File: config.mk
export PLATFORM = sky130hd
export DESIGN_NAME = fp_normalize_round
export DESIGN_NICKNAME = d
export VERILOG_FILES = /design/src/rtl/fp_normalize_round.sv
export SDC_FILE = /design/constraint.sdc
export NUM_CORES = 1
export LEC_CHECK = 0
export ABC_CLOCK_PERIOD_IN_PS = 12000
export BUFFER_PORTS_ARGS = -buffer_cell sky130_fd_sc_hd__buf_4
export CAP_MARGIN = 20
export CORE_ASPECT_RATIO = 1.75
export CORE_UTILIZATION = 67
export CTS_BUF_LIST = sky130_fd_sc_hd__clkbuf_8
export CTS_CLUSTER_SIZE = 40
export DETAILED_ROUTE_END_ITERATION = 7
export GPL_TIMING_DRIVEN = 0
export PLACE_DENSITY = 0.9
export SLEW_MARGIN = 10
export SYNTH_ARGS = -nofsm -noshare
export SYNTH_HDL_FRONTEND = slang
export SYNTH_SLANG_ARGS = --single-unit
File: constraint.sdc
create_clock -name clk -period 12 [get_ports clk]
set_clock_uncertainty 0.15 [all_clocks]
set_input_delay 1.8 -clock clk [delete_from_list [all_inputs] [get_ports clk]]
set_output_delay 1.8 -clock clk [all_outputs]
set_load 0.005 [all_outputs]
File: src/rtl/fp_normalize_round.sv
// Two-stage normalize/round/pack for the single-precision adder; optional FP_NORM_STICKY_FLAGS_EN adds flags_clr/flags_sticky.
// Two cycles from accept to out_valid; each stage advances when empty or drained, so a stalled output backs up into in_ready.

module zero_counter (
  input  logic [27:0] value,
  output logic [4:0]  count
);
  always_comb begin
    count = 5'd28;
    for (int i = 0; i < 28; i++) begin
      if (value[i]) count = 5'(27 - i);
    end
  end
endmodule

module fp_normalize_round #(
  parameter int BIAS      = 127,
  parameter int ROUND_RNE = 1
) (
  input  logic        clk,
  input  logic        rst,
  input  logic        in_valid,
  output logic        in_ready,
  input  logic        in_sign,
  input  logic [7:0]  in_exp,
  input  logic [27:0] in_mant,
  output logic        out_valid,
  input  logic        out_ready,
  output logic [31:0] out_result,
  output logic        out_ovf,
  output logic        out_unf,
  output logic        out_inexact
`ifdef FP_NORM_STICKY_FLAGS_EN
  ,
  input  logic        flags_clr,
  output logic [2:0]  flags_sticky
`endif
);

  localparam logic signed [9:0] EXP_MAX = 10'(2 * BIAS + 1);

  logic               s1_valid;
  logic               s1_sign;
  logic signed [9:0]  s1_exp;
  logic [27:0]        s1_mant;
  logic [4:0]         s1_zc;
  logic [4:0]         zc;
  logic               s2_adv;

  zero_counter u_zc (
    .value (in_mant),
    .count (zc)
  );

  assign s2_adv   = !out_valid || out_ready;
  assign in_ready = !rst && (!s1_valid || s2_adv);

  always_ff @(posedge clk or posedge rst) begin
    if (rst) begin
      s1_valid <= 1'b0;
      s1_sign  <= 1'b0;
      s1_exp   <= '0;
      s1_mant  <= '0;
      s1_zc    <= '0;
    end else if (in_ready) begin
      s1_valid <= in_valid;
      if (in_valid) begin
        s1_sign <= in_sign;
        s1_exp  <= {2'b00, in_exp};
        s1_mant <= in_mant;
        s1_zc   <= zc;
      end
    end
  end

  logic [27:0]       norm;
  logic signed [9:0] e_norm;
  logic signed [9:0] e_rnd;
  logic [4:0]        shamt;
  logic              up;
  logic [24:0]       sum;
  logic [22:0]       frac;
  logic [31:0]       nxt_result;
  logic              nxt_ovf;
  logic              nxt_unf;
  logic              nxt_inexact;
  logic              unused_bits;

  always_comb begin
    norm   = s1_mant;
    e_norm = s1_exp;
    shamt  = s1_zc - 5'd1;
    if (s1_zc == 5'd0) begin
      // Carry out of the adder: shift right and fold the lost bit into sticky.
      norm   = {1'b0, s1_mant[27:2], s1_mant[1] | s1_mant[0]};
      e_norm = s1_exp + 10'sd1;
    end else if (s1_zc != 5'd28) begin
      norm   = s1_mant << shamt;
      e_norm = s1_exp - $signed({5'd0, shamt});
    end

    up    = (ROUND_RNE != 0) && norm[2] && (norm[3] || norm[1] || norm[0]);
    sum   = {1'b0, norm[26:3]} + {24'd0, up};
    e_rnd = e_norm + $signed({9'd0, sum[24]});
    frac  = sum[24] ? 23'd0 : sum[22:0];

    nxt_ovf     = 1'b0;
    nxt_unf     = 1'b0;
    nxt_inexact = norm[2] || norm[1] || norm[0];
    nxt_result  = {s1_sign, e_rnd[7:0], frac};
    if (s1_zc == 5'd28) begin
      nxt_result  = {s1_sign, 31'd0};
      nxt_inexact = 1'b0;
    end else if (e_rnd >= EXP_MAX) begin
      nxt_result  = {s1_sign, 8'hFF, 23'd0};
      nxt_ovf     = 1'b1;
      nxt_inexact = 1'b1;
    end else if (e_rnd <= 10'sd0) begin
      nxt_result  = {s1_sign, 31'd0};
      nxt_unf     = 1'b1;
      nxt_inexact = 1'b1;
    end
  end

  assign unused_bits = ^{sum[23], norm[27], e_rnd[9:8]};

  always_ff @(posedge clk or posedge rst) begin
    if (rst) begin
      out_valid   <= 1'b0;
      out_result  <= '0;
      out_ovf     <= 1'b0;
      out_unf     <= 1'b0;
      out_inexact <= 1'b0;
    end else if (s2_adv) begin
      out_valid <= s1_valid;
      if (s1_valid) begin
        out_result  <= nxt_result;
        out_ovf     <= nxt_ovf;
        out_unf     <= nxt_unf;
        out_inexact <= nxt_inexact;
      end
    end
  end

`ifdef FP_NORM_STICKY_FLAGS_EN
  // A set in the same cycle as a clear survives the clear.
  always_ff @(posedge clk or posedge rst) begin
    if (rst) begin
      flags_sticky <= 3'b000;
    end else if (out_valid && out_ready) begin
      flags_sticky <= (flags_clr ? 3'b000 : flags_sticky) | {out_ovf, out_unf, out_inexact};
    end else if (flags_clr) begin
      flags_sticky <= 3'b000;
    end
  end
`endif

endmodule

# --- After elaboration in Yosys (flattened, before gate mapping) ---
# Cells that the tools add are included.
classes:
  addsub: 5
  n_lt_le_gt_ge: 2
  eq_ne: 2
  shifts: 1
  mux: 44
  bitwise_logic: 1
  n_reduce_logical: 14
op_table:
  columns: ["operator", "count"]
  rows:
  - ["31-bit two-way mux", 3]
  - ["5-bit two-way mux", 16]
  - ["27-bit two-way mux", 2]
  - ["4-bit two-way mux", 8]
  - ["28-bit by 5-bit << shifter with 27-bit output", 1]
  - ["24-bit by 1-bit adder with 25-bit output", 1]
  - ["23-bit two-way mux", 1]
  - ["10-bit two-way mux", 2]
  - ["3-bit two-way mux", 4]
  - ["10-bit by 2-bit adder with 10-bit output", 1]
  - ["10-bit by 9-bit greater-or-equal comparator with 1-bit output, second input constant", 1]
  - ["10-bit by 1-bit less-or-equal comparator with 1-bit output, second input constant", 1]
  - ["8-bit by 1-bit adder with 9-bit output, second input constant", 1]
  - ["8-bit by 5-bit subtractor with 9-bit output", 1]
  - ["1-bit two-way mux", 8]
  - ["1-bit logical OR", 6]
  - ["5-bit equality test, second input constant", 1]
  - ["5-bit logical NOT", 1]
  - ["5-bit inequality test, second input constant", 1]
  - ["5-bit by 1-bit subtractor with 5-bit output, second input constant", 1]
  - ["2-bit AND reduction", 2]
  - ["1-bit logical NOT", 3]
  - ["1-bit logical AND", 2]
  - ["1-bit OR", 1]
totals:
  ff_bits: 79
  inputBits: 41
  output_inout_bits: 37
  elab_cells: 79

# --- Depth between registers and ports, before layout ---
# Gate-level depths: netlist of run 1.
depth:
  depth_word: 28
  depth_mapped: 29
  depth_no_buf: 22

# --- Modules after synthesis ---
# From an unflattened synthesis of run 1, not the netlist that was laid out.
unflattened:
  cells_unflattened: 812
  hier_area_um2: 7310.8
modules_own_cells:
  columns: ["module", "n_inst", "cells_per_inst", "area_per_inst_um2", "seq_area_each_um2"]
  rows:
  - ["fp_normalize_round", 1, 752, 6974.2, 1976.9]
  - ["zero_counter", 1, 60, 336.6, 0.0]

# --- Worst setup path before layout of run 1 ---
# No wires, ideal clock.
synth_path:
  kind: "reg2reg"
  start: "reg s1_zc[0]"
  end: "reg out_result[23]"
  setup_ns: 0.066
  arrival_time_ns: 5.884
  required_time_ns: 11.784
  path_slack_ns: 5.900
  stages_incl_launch_ff: 29
  path_buffers: 6
  synth_period_minus_slack_ns: 6.100
  path_cell_list: "dfrtp_1 buf_6 buf_2 buf_4 buf_2 inv_1 ha_1 buf_2 inv_1 buf_1 mux2i_1 nand2_1 o22ai_2 o21ai_2 nor2_1 ha_1 o211ai_1 nor4_2 nand3_2 nor4_2 ha_1 and2_1 nand4_1 nor3_2 nand3_1 xor2_1 nor2_1 nor3_1 a221o_1"
synth_between:
  elab_chain_len: 13
  elab_cells_between_ends: 20
  cone_classes: "4 x add/sub; 2 x order compare; 2 x eq/ne; 1 x shift; 7 x mux; 4 x reduce/logical"
synth_rtl:
  columns: ["element", "line", "source"]
  rows:
  - ["start: declaration", "46", "logic [4:0] s1_zc;"]
  - ["start signal: assignment", "71", "s1_zc <= zc;"]
  - ["5-bit by 1-bit subtractor with 5-bit output", "92", "shamt = s1_zc - 5'd1;"]
  - ["28-bit by 5-bit << shifter with 27-bit output", "98", "norm = s1_mant << shamt;"]
  - ["27-bit two-way mux", "97", "end else if (s1_zc != 5'd28) begin"]
  - ["27-bit two-way mux", "93", "if (s1_zc == 5'd0) begin"]
  - ["1-bit logical OR (2 in a row)", "102", "up = (ROUND_RNE != 0) && norm[2] && (norm[3] || norm[1] || norm[0]);"]
  - ["1-bit logical AND", "102", null]
  - ["24-bit by 1-bit adder with 25-bit output", "103", "sum = {1'b0, norm[26:3]} + {24'd0, up};"]
  - ["10-bit by 2-bit adder with 10-bit output", "104", "e_rnd = e_norm + $signed({9'd0, sum[24]});"]
  - ["10-bit by 1-bit less-or-equal comparator with 1-bit output", "118", "end else if (e_rnd <= 10'sd0) begin"]
  - ["31-bit two-way mux", "118", null]
  - ["31-bit two-way mux", "114", "end else if (e_rnd >= EXP_MAX) begin"]
  - ["31-bit two-way mux *", "111", "if (s1_zc == 5'd28) begin"]
  - ["end signal: assignment", "137", "out_result <= nxt_result;"]
  - ["end: declaration", "29", "output logic [31:0] out_result,"]
# Every way passes the cells marked *; elsewhere a longest branch is shown, timed or not.
# A chain may end at the register's enable or synchronous reset.

# --- Worst setup path after layout of run 1 ---
layout_path:
  start: "reg s1_zc[0]"
  end: "reg out_result[26]"
# The elaborated chain is that of the path after synthesis.

==> out/qor.txt, run 1 <==
Syn Inst Count = 794
Post-synthesis net count = 843
GPL Wtd Cong = 1.11
Worst Tran Pin Value = 0.954 ns
RSZ-0062 raised after global routing = false
CP top delay family = simple AND/OR/NAND/NOR gates
Final #Nets = 932
Slowest stage delay, CP = 0.63 ns
Yosys top cell by area = dfrtp_1
Die width = 79.6 microns
First-pass GRT wire length = 38300 microns
Detailed Routing Iterations Pass 1 = 6
Synth Register Bits = 79
Post-synthesis sequential area ratio = 28.0%
Gr usage total = 47.5%
Starting Density = 68.9%
Setup crit end kind = flop
Initial antenna violation count = 0
I/O pin total = 78
Vias in the first global route = 7337
Synth cell types = 89
Layout cell share with drive strength beyond 1 = 25.2%
HP Class = flop to flop
Most instantiated cells after synthesis = 101 x nand2_1, 79 x dfrtp_1, 44 x nor2_1
Count leader, synth = nand2_1
Port bufs = 77
Relative slew margins = 35.7%
Fin crit share = 67.6%
Yosys top cell area share = 28.0%
Number of flops mapped to enable cells by yosys = 0
Post-CTS setup buffer count = 0
DR vias/cell = 7.13
Vias = 7242
Worst EP arrival = 8.29 ns
VDD IR-drop max = 0.124 mV
Clk sinks = 79
Crit path max fanout = 10
Die area = 11000 sq um
Post-cts sizing count = 0
Num rows = 49
Critical path class = flop to flop
Antenna-violating nets left = 0
WP buf/inv = 8
Drt wl/cell = 24.4 microns
Worst path slowest cell = nor4_2
Final setup violation count = 0
Chip Height = 138 microns
CP Launch Type = flop
Root buffer cell = clkbuf_8
Req. time, crit path = 12.17 ns
Longest Clk Path Bufs = 2
Ys flop type = dfrtp_1
Synthesis-to-finish area growth = 13.2%
Leak Pwr = 0.00336 uW
Yosys Warn Count = 0
Initial DRC Count = 668
Final Hold Violating Endpoints = 0
Num CTS Buffers = 9
Congestion Overflow GR = 0
Largest net degree at the start of global routing = 45
Worst-path clk slew = 0.09 ns
Minimum clock period = 8.12 ns
Pwr Total = 1500 uW
Core Area = 10200 sq um
TritonCTS clock tree = yes
Slew Viols, Final = 0
Final HPWL from detailed placement = 19400 microns
Later-pin clock latency in the skew report = 0.39 ns
Post-Route Setup TNS = 0 ns
Fraction of registers with async set/reset = 100%
Flop-to-flop setup slack = 3.88 ns
Average size of a mapped cell = 8.89 sq um
Max-cap violations = 0
CTS Hold Buffers Added = 0
Top cells by area, synth = dfrtp_1 28%, mux2_2 6.9%, mux4_2 5.4%
Result of the run = complete, no violations
Drt drc = 0
Max Clk Rate = 123 MHz
Ant diodes = 0
Fillers = 662
H-tree Lvls = 3
Power density cells = 188 nW/um^2
Final wirelength = 24800 microns
Cell Area, Synth = 7060 sq um
-- cells by family after synthesis --
logic type | after synthesis | synth area share, %
buf+inv | 79 | 5.41
xor+xnor | 43 | 5.75
compound gates | 223 | 22.4
simple gates | 268 | 19.9
flops | 79 | 28.0
fa+ha+maj | 9 | 1.56
mux | 93 | 17.0
-- path summary, 6_finish.rpt --
kind	from	end	cells past startpoint
min in group asynchronous	rst	out_result[17]$_DFFE_PP0P_	2
setup reg to reg	s1_zc[0]$_DFFE_PP0P_	out_result[26]$_DFFE_PP0P_	28
setup / recovery	s1_zc[0]$_DFFE_PP0P_	out_result[26]$_DFFE_PP0P_	28
hold reg to reg	out_result[27]$_DFFE_PP0P_	out_result[27]$_DFFE_PP0P_	2
hold / removal	out_result[27]$_DFFE_PP0P_	out_result[27]$_DFFE_PP0P_	2
max in group asynchronous	rst	s1_exp[2]$_DFFE_PP0P_	3
-- cell usage in the layout, fill, tap and decap left out, drive strengths merged, types with 8 or more instances in the layout --
master and n:
a21oi 31, a22o 11, nand3 29, nor2 46, o31ai 9, buf 110
mux2 43, nand2 101, o21ai 72, mux2i 33, xor2 19, nand2b 9
mux4 17, inv 27, ha 8, nand4 8, dfrtp 79, a31oi 8
nor3 23, xnor2 23, clkbuf 31, o211ai 15, nor4 13
-- stage by stage --
stage	utilization (%)	hold WS (ns)	setup slack (ns)	instance area (sq um)	cells
floorplan	-	0.313	5.90	7060	794
global placement	76.1	0.309	4.53	7790	998
detailed placement	76.3	0.311	4.12	7820	999
CTS	78.0	0.331	4.08	7990	1015
global route	78.0	0.352	3.44	7990	1015
finish	78.0	0.331	3.88	7990	1015
-- layer usage --
metal	part of all wire, %	global-route usage, %	wire length (microns)
met1	32	44.3	7950
met2	49	79.8	12100
met3	8.6	15.2	2120
met4	11	45.2	2610
met5	0	0	0
-- cell type report --
class,instances,area (sq um),share of cell area (%)
multi-input combinational,636,4700,58.8
sequential,79,1980,24.7
timing repair buffer,78,598,7.49
buffer,53,284,3.55
tap,127,159,1.99
clock buffer,10,138,1.72
inverter,26,100,1.25
clock inverter,6,37.5,0.470
-- power by group --
part / leakage [uW] / total (uW) / internal, uW / switching [uW]
logic: 0.00229 / 895 / 375 / 520
clock network: 0.0000895 / 186 / 79.6 / 106
registers: 0.000975 / 421 / 344 / 76.3
-- worst min-delay path, stage by stage (launching register included) --
cell     delay [ns]
dfrtp_1        0.35
nand2_1        0.05
nand2_1        0.05
-- registers in the layout, indices dropped and copies added, names as in the netlist --
register	count
out_inexact	1
s1_exp	8
out_ovf	1
s1_mant	28
s1_valid	1
s1_zc	5
s1_sign	1
out_result	32
out_unf	1
out_valid	1
(Power assumes the default switching activity.)
==> run 2: changes to the inputs <==
--- a/config.mk
+++ b/config.mk
@@ -5,16 +5,16 @@
 export SDC_FILE = /design/constraint.sdc
 export NUM_CORES = 1
 export LEC_CHECK = 0
-export ABC_CLOCK_PERIOD_IN_PS = 12000
+export ABC_CLOCK_PERIOD_IN_PS = 8100
 export BUFFER_PORTS_ARGS = -buffer_cell sky130_fd_sc_hd__buf_4
 export CAP_MARGIN = 20
 export CORE_ASPECT_RATIO = 1.75
-export CORE_UTILIZATION = 67
+export CORE_UTILIZATION = 62
 export CTS_BUF_LIST = sky130_fd_sc_hd__clkbuf_8
 export CTS_CLUSTER_SIZE = 40
 export DETAILED_ROUTE_END_ITERATION = 7
 export GPL_TIMING_DRIVEN = 0
-export PLACE_DENSITY = 0.9
+export PLACE_DENSITY = 0.84
 export SLEW_MARGIN = 10
 export SYNTH_ARGS = -nofsm -noshare
 export SYNTH_HDL_FRONTEND = slang
==> constraint.sdc (replaced) <==
create_clock -name clk -period 8.1 [get_ports clk]
set_clock_uncertainty 0.15 [all_clocks]
set_input_delay 1.215 -clock clk [delete_from_list [all_inputs] [get_ports clk]]
set_output_delay 1.215 -clock clk [all_outputs]
set_load 0.005 [all_outputs]
==> run 2 against run 1 <==
Clock power rose by 110%. Critical path type unchanged. Via count shrank 1.7%. Largest power group unchanged. Total power rose by 55%.
==> out/qor.txt, run 2 (synthesis gave the netlist of run 1 again) <==
First-pass GRT wire length = 37800 microns (-1.3%)
Starting Density = 63.5% (-5.4 points)
Longest Clk Path Bufs = 2 (unchanged)
Chip Height = 143 microns (+3.9%)
Slowest stage delay, CP = 0.49 ns (-0.14 ns)
DR vias/cell = 7.00 (-2.0%)
Leak Pwr = 0.00342 uW (+1.9%)
Max-cap violations = 0 (unchanged)
Root buffer cell = clkbuf_8
Vias in the first global route = 7128 (-2.8%)
Worst path slowest cell = nor4_4
Worst setup margin = 0.591 ns (-3.29 ns)
I/O pin total = 78 (unchanged)
Ant diodes = 0 (unchanged)
Post-CTS setup buffer count = 0 (unchanged)
Core Area = 11100 sq um (+8.4%)
Num rows = 51 (+4.1%)
Drt drc = 0 (unchanged)
CP Launch Type = flop
Commonest non-fill, non-tap cell in the layout = nand2_1
Fin util = 73.1% (-5.0 points)
Die area = 11800 sq um (+7.9%)
Met1 Track Usage GR = 42.9% (-1.4 points)
Final Hold Violating Endpoints = 0 (unchanged)
Worst-path clk slew = 0.08 ns (about the same)
Relative slew margins = 27.5% (-8.2 points)
RSZ-0062 raised after global routing = false
CP most frequent cell = buf_2
Initial DRC Count = 538 (-19%)
Critical path class = flop to flop
Result of the run = complete, no violations
Post-Route Setup TNS = 0 ns (unchanged)
Most frequent cells in the layout = 101 x nand2_1, 84 x buf_4, 79 x dfrtp_1
Largest net degree at the start of global routing = 43 (-4.4%)
Layout cell share with drive strength beyond 1 = 25.5% (+0.28 points)
Reg with most FFs = out_result
Final setup violation count = 0 (unchanged)
Antenna-violating nets left = 0 (unchanged)
Congestion Overflow GR = 0 (unchanged)
Detailed Routing Iterations Pass 1 = 8 (+2)
Worst EP arrival = 7.66 ns (-0.63 ns)
Met2 Use GR = 74.1% (-5.7 points)
Top Registers = out_result (32), s1_mant (28), s1_exp (8)
Initial antenna violation count = 0 (unchanged)
Grt peak-use layer = met2
GPL Wtd Cong = 1.07 (-3.7%)
Power density cells = 286 nW/um^2 (+52%)
Final wirelength = 24500 microns (-1.4%)
Gr usage total = 44.0% (-3.5 points)
Drt wl/cell = 24.0 microns (-1.7%)
Slew Viols, Final = 0 (unchanged)
Final #Nets = 931 (-0.11%)
Number of flip-flops in the largest register = 32 (unchanged)
CP top delay family = simple AND/OR/NAND/NOR gates
Pre-CTS setup slack = 0.335 ns (-3.78 ns)
Crit path max fanout = 10 (unchanged)
Die width = 82.6 microns (+3.9%)
Synthesis-to-finish area growth = 15.0%
Num CTS Buffers = 9 (unchanged)
Req. time, crit path = 8.25 ns (-3.92 ns)
Worst Tran Pin Value = 1.08 ns (+0.122 ns)
Max Clk Rate = 133 MHz (+8.1%)
Clk sinks = 79 (unchanged)
H-tree Lvls = 3 (unchanged)
HP Class = flop to flop
Final HPWL from detailed placement = 19300 microns (-0.66%)
Vias = 7121 (-1.7%)
Setup crit end kind = flop
TritonCTS clock tree = yes
Fin crit share = 92.7% (+25 points)
VDD IR-drop max = 0.178 mV (+44%)
Port bufs = 77 (unchanged)
Later-pin clock latency in the skew report = 0.38 ns (about the same)
Minimum clock period = 7.51 ns (-0.608 ns)
CTS Hold Buffers Added = 0 (unchanged)
WP buf/inv = 9 (+1)
Met3 usage = 10.8% (-4.4 points)
## run 2: layer usage
metal	share of wire [%]	vias to the layer above
met2	50	441
li1	-	3155
met4	9.8	0
met3	7.7	146
met5	0	-
met1	32	3379
## run 2: final timing paths
check / to / from / cells after the start / slack [ns]
setup reg to reg: out_result[6]$_DFFE_PP0P_ / s1_zc[0]$_DFFE_PP0P_ / 29 / 0.59
min in group asynchronous: out_result[20]$_DFFE_PP0P_ / rst / 2 / 0.72
hold reg to reg: out_result[16]$_DFFE_PP0P_ / out_result[16]$_DFFE_PP0P_ / 2 / 0.34
hold / removal: out_result[16]$_DFFE_PP0P_ / out_result[16]$_DFFE_PP0P_ / 2 / 0.34
max in group asynchronous: s1_mant[11]$_DFFE_PP0P_ / rst / 3 / 6.48
setup / recovery: out_result[6]$_DFFE_PP0P_ / s1_zc[0]$_DFFE_PP0P_ / 29 / 0.59
## run 2: worst register-to-register path, delay by kind of cell, from the launching register on
kind	cells	cell delay, ns
AO/OA/AOI/OAI	5	0.84
adder cells (fa/ha/maj)	3	0.81
AND/OR/NAND/NOR	10	2.39
XOR/XNOR	2	0.59
flip-flops	1	0.35
buffers and inverters	9	2.30
## run 2: repair_timing
action / 4_1_cts / 5_1_grt
setup endpoints to repair: 0 / 34
resized for setup: 0 / 5
endpoints found under the hold margin: 0 / 0
## run 2: final cells by class
class | instances | area (sq um)
Multi-Input combinational cell | 636 | 4730
Fill cell | 861 | 2990
Sequential cell | 79 | 1980
Timing Repair Buffer | 78 | 598
Buffer | 52 | 282
Tap cell | 132 | 165
Clock inverter | 6 | 134
Clock buffer | 9 | 124
Inverter | 26 | 100
## run 2: stage by stage
stage / hold slack (ns) / cell area [sq um] / instances / power, uW
finish: 0.344 / 8110 / 1018 / 2320
global route: 0.359 / 8110 / 1018 / 2440
CTS: 0.343 / 8080 / 1019 / 2280
detailed placement: 0.322 / 7820 / 1004 / 1890
global placement: 0.306 / 7800 / 1003 / 1850
floorplan: 0.313 / 7060 / 794 / 1450
## run 2: power by group
part | switching [uW] | total (uW) | leakage [uW] | internal, uW
clock network | 153 | 387 | 0.000129 | 234
logic | 760 | 1310 | 0.00232 | 555
registers | 112 | 622 | 0.000975 | 510
total | 1020 | 2320 | 0.00342 | 1300
==> run 3: changes to the inputs <==
--- a/config.mk
+++ b/config.mk
@@ -5,16 +5,17 @@
 export SDC_FILE = /design/constraint.sdc
 export NUM_CORES = 1
 export LEC_CHECK = 0
-export ABC_CLOCK_PERIOD_IN_PS = 8100
+export ABC_CLOCK_PERIOD_IN_PS = 6800
 export BUFFER_PORTS_ARGS = -buffer_cell sky130_fd_sc_hd__buf_4
 export CAP_MARGIN = 20
 export CORE_ASPECT_RATIO = 1.75
-export CORE_UTILIZATION = 62
+export CORE_UTILIZATION = 56
 export CTS_BUF_LIST = sky130_fd_sc_hd__clkbuf_8
 export CTS_CLUSTER_SIZE = 40
 export DETAILED_ROUTE_END_ITERATION = 7
 export GPL_TIMING_DRIVEN = 0
-export PLACE_DENSITY = 0.84
+export PLACE_DENSITY = 0.85
+export RECOVER_POWER = 25
 export SLEW_MARGIN = 10
 export SYNTH_ARGS = -nofsm -noshare
 export SYNTH_HDL_FRONTEND = slang
==> constraint.sdc (replaced) <==
create_clock -name clk -period 6.8 [get_ports clk]
set_clock_uncertainty 0.15 [all_clocks]
set_input_delay 1.02 -clock clk [delete_from_list [all_inputs] [get_ports clk]]
set_output_delay 1.02 -clock clk [all_outputs]
set_load 0.005 [all_outputs]
==> run 3 against run 2 <==
Register-to-register slack got worse by 0.29 ns. Total power grew 12%. Clock power decreased by 14%. Maximum frequency rose by 16%. Non-clock buffer count is 3 lower. Final cell count up 3.0%. Combinational power increased by 18%. Die area increased by 11%. First-iteration DRC count decreased by 22%. The flow now finishes with violations (capacitance limit, slew limit). Setup slack got worse by 0.29 ns. Largest power group unchanged. Sequential share of layout area about the same. Critical endpoint is now out_result[9]$_DFFE_PP0P_.
==> out/qor.txt, run 3 (synthesis gave the netlist of run 1 again) <==
Result of the run = finished, violations left
Failing checks = capacitance limit, slew limit
Later-pin clock latency in the skew report = 0.38 ns (about the same)
Slew Viols, Final = 83 (+83)
Crit path max fanout = 19 (+9)
Clk sinks = 79 (unchanged)
Relative slew margins = -41.2% (-69 points)
Final HPWL from detailed placement = 18600 microns (-3.6%)
Root buffer cell = clkbuf_8
Setup crit end kind = flop
H-tree Lvls = 3 (unchanged)
Top Registers = out_result (32), s1_mant (28), s1_exp (8)
Power density cells = 323 nW/um^2 (+13%)
Vias in the first global route = 6575 (-7.8%)
Num rows = 53 (+3.9%)
Worst path slowest cell = o21ai_1
TritonCTS clock tree = yes
Detailed Routing Iterations Pass 1 = 6 (-2)
Num CTS Buffers = 9 (unchanged)
Worst EP arrival = 6.65 ns (-1.01 ns)
Slowest stage delay, CP = 0.72 ns (+0.23 ns)
Vias = 6814 (-4.3%)
Synthesis-to-finish area growth = 14.8%
Reg with most FFs = out_result
Crit path cell chain = buf_6, buf_8, inv_1, ha_1, clkbuf_1, a21oi_1, o21ai_1, o32ai_1, o21ai_0, nand3_2, nor4_4, ha_1, and2_1, nand4_1, nor3_2, nand3_1, xor2_2, a31oi_4, nand3_4, buf_4, o21ai_1
Layout cell share with drive strength beyond 1 = 26.0% (+0.51 points)
Ant diodes = 0 (unchanged)
DR vias/cell = 6.50 (-7.1%)
Worst Setup SP = s1_zc[0]$_DFFE_PP0P_
GPL Wtd Cong = 1.01 (-5.9%)
Final Hold Violating Endpoints = 0 (unchanged)
Die area = 13100 sq um (+11%)
Core Area = 12100 sq um (+9.3%)
Reg-to-reg startpoint = s1_zc[0]$_DFFE_PP0P_
Hold_sp = out_result[27]$_DFFE_PP0P_
Initial antenna violation count = 0 (unchanged)
Hold slack = 0.324 ns (-0.0206 ns)
HP Class = flop to flop
Initial DRC Count = 418 (-22%)
Congestion Overflow GR = 0 (unchanged)
Fin util = 66.7% (-6.3 points)
Final #Nets = 928 (-0.32%)
CP Launch Type = flop
Worst-path clk slew = 0.09 ns (about the same)
Worst Tran Pin Value = 2.12 ns (+1.04 ns)
CP top delay family = compound AO/OA/AOI/OAI gates
First-pass GRT wire length = 35100 microns (-7.2%)
Longest Clk Path Bufs = 2 (unchanged)
Drt drc = 0 (unchanged)
Drt wl/cell = 21.7 microns (-9.7%)
Final wirelength = 22800 microns (-6.9%)
WP buf/inv = 5 (-4)
Chip Height = 150 microns (+5.1%)
Critical path class = flop to flop
Starting Density = 58.1% (-5.4 points)
Minimum clock period = 6.50 ns (-1.01 ns)
CTS Hold Buffers Added = 0 (unchanged)
Req. time, crit path = 6.95 ns (-1.30 ns)
Fin crit share = 95.6% (+2.9 points)
Final setup violation count = 0 (unchanged)
Antenna-violating nets left = 0 (unchanged)
Leak Pwr = 0.00336 uW (-1.7%)
I/O pin total = 78 (unchanged)
VDD IR-drop max = 0.171 mV (-4.1%)
Die width = 86.9 microns (+5.1%)
Port bufs = 77 (unchanged)
Commonest non-fill, non-tap cell in the layout = nand2_1
RSZ-0062 raised after global routing = false
Largest net degree at the start of global routing = 43 (unchanged)
Max Clk Rate = 154 MHz (+16%)
Most frequent cells in the layout = 101 x nand2_1, 84 x buf_4, 79 x dfrtp_1
Gr usage total = 36.0% (-8.0 points)
Number of flip-flops in the largest register = 32 (unchanged)
Max-cap violations = 2 (+2)
==> run 3: cell count changes in the layout (fill, tap and decap cells not counted), moves of 2 or more <==
cell,delta
buf_2,-4
nor3_2,+2
clkbuf_4,+2
bufinv_16,-4
nor3_1,-2
clkinvlp_4,+3
==> run 3: area by class of cell <==
class                           instances  area [sq um]
Buffer                                 48           275
Clock buffer                           10           138
Clock inverter                          6          45.0
Fill cell                            1031          4040
Inverter                               26          98.8
Multi-Input combinational cell        636          4770
Sequential cell                        79          1980
Tap cell                              165           206
Timing Repair Buffer                   79           589
==> run 3: worst paths after layout <==
check                           slack (ns)  cells past startpoint                    endpoint
worst max-delay path                  0.30                     21   out_result[9]$_DFFE_PP0P_
worst min register to register        0.32                      2  out_result[27]$_DFFE_PP0P_
worst max register to register        0.30                     21   out_result[9]$_DFFE_PP0P_
max in group asynchronous             3.01                      3  out_result[24]$_DFFE_PP0P_
worst min-delay path                  0.32                      2  out_result[27]$_DFFE_PP0P_
min in group asynchronous             0.90                      2  out_result[19]$_DFFE_PP0P_
==> run 3: what timing repair did <==
action / CTS / global route
resized for setup: 7 / 10
endpoints found under the setup margin: 34 / 30
setup buffers: 1 / 0
pin swaps: 1 / 2
==> run 3: through the flow <==
step	setup TNS, ns	setup WS [ns]	std cells	power, uW	instance area (sq um)
3_3_place_gp	-25.37	-0.850	1036	2220	7840
5_1_grt	0	0.0571	1049	2770	8100
4_1_cts	0	0.0695	1051	2570	8080
6_report	0	0.302	1049	2610	8100
2_1_floorplan	0	0.700	794	1730	7060
3_5_place_dp	-27.62	-0.920	1037	2240	7860
==> run 3: layer usage <==
layer	track usage, %	part of all wire, %	up-vias
met5	0	0	-
met4	26.5	7.9	0
met3	5.04	4.8	100
met1	37.1	36	3275
met2	65.0	51	292
li1	-	-	3147
==> run 3: where the power goes <==
group          leakage, uW  switching [uW]  internal (uW)
sequential        0.000975             128            607
clock            0.0000849             190            144
combinational      0.00230             876            666
total              0.00336            1200           1420
==> run 3: tightest hold or removal path, cell delays in order (launching register included) <==
cell and delay [ns]:
dfrtp_1 0.35, nand2_1 0.05, nand2_1 0.05
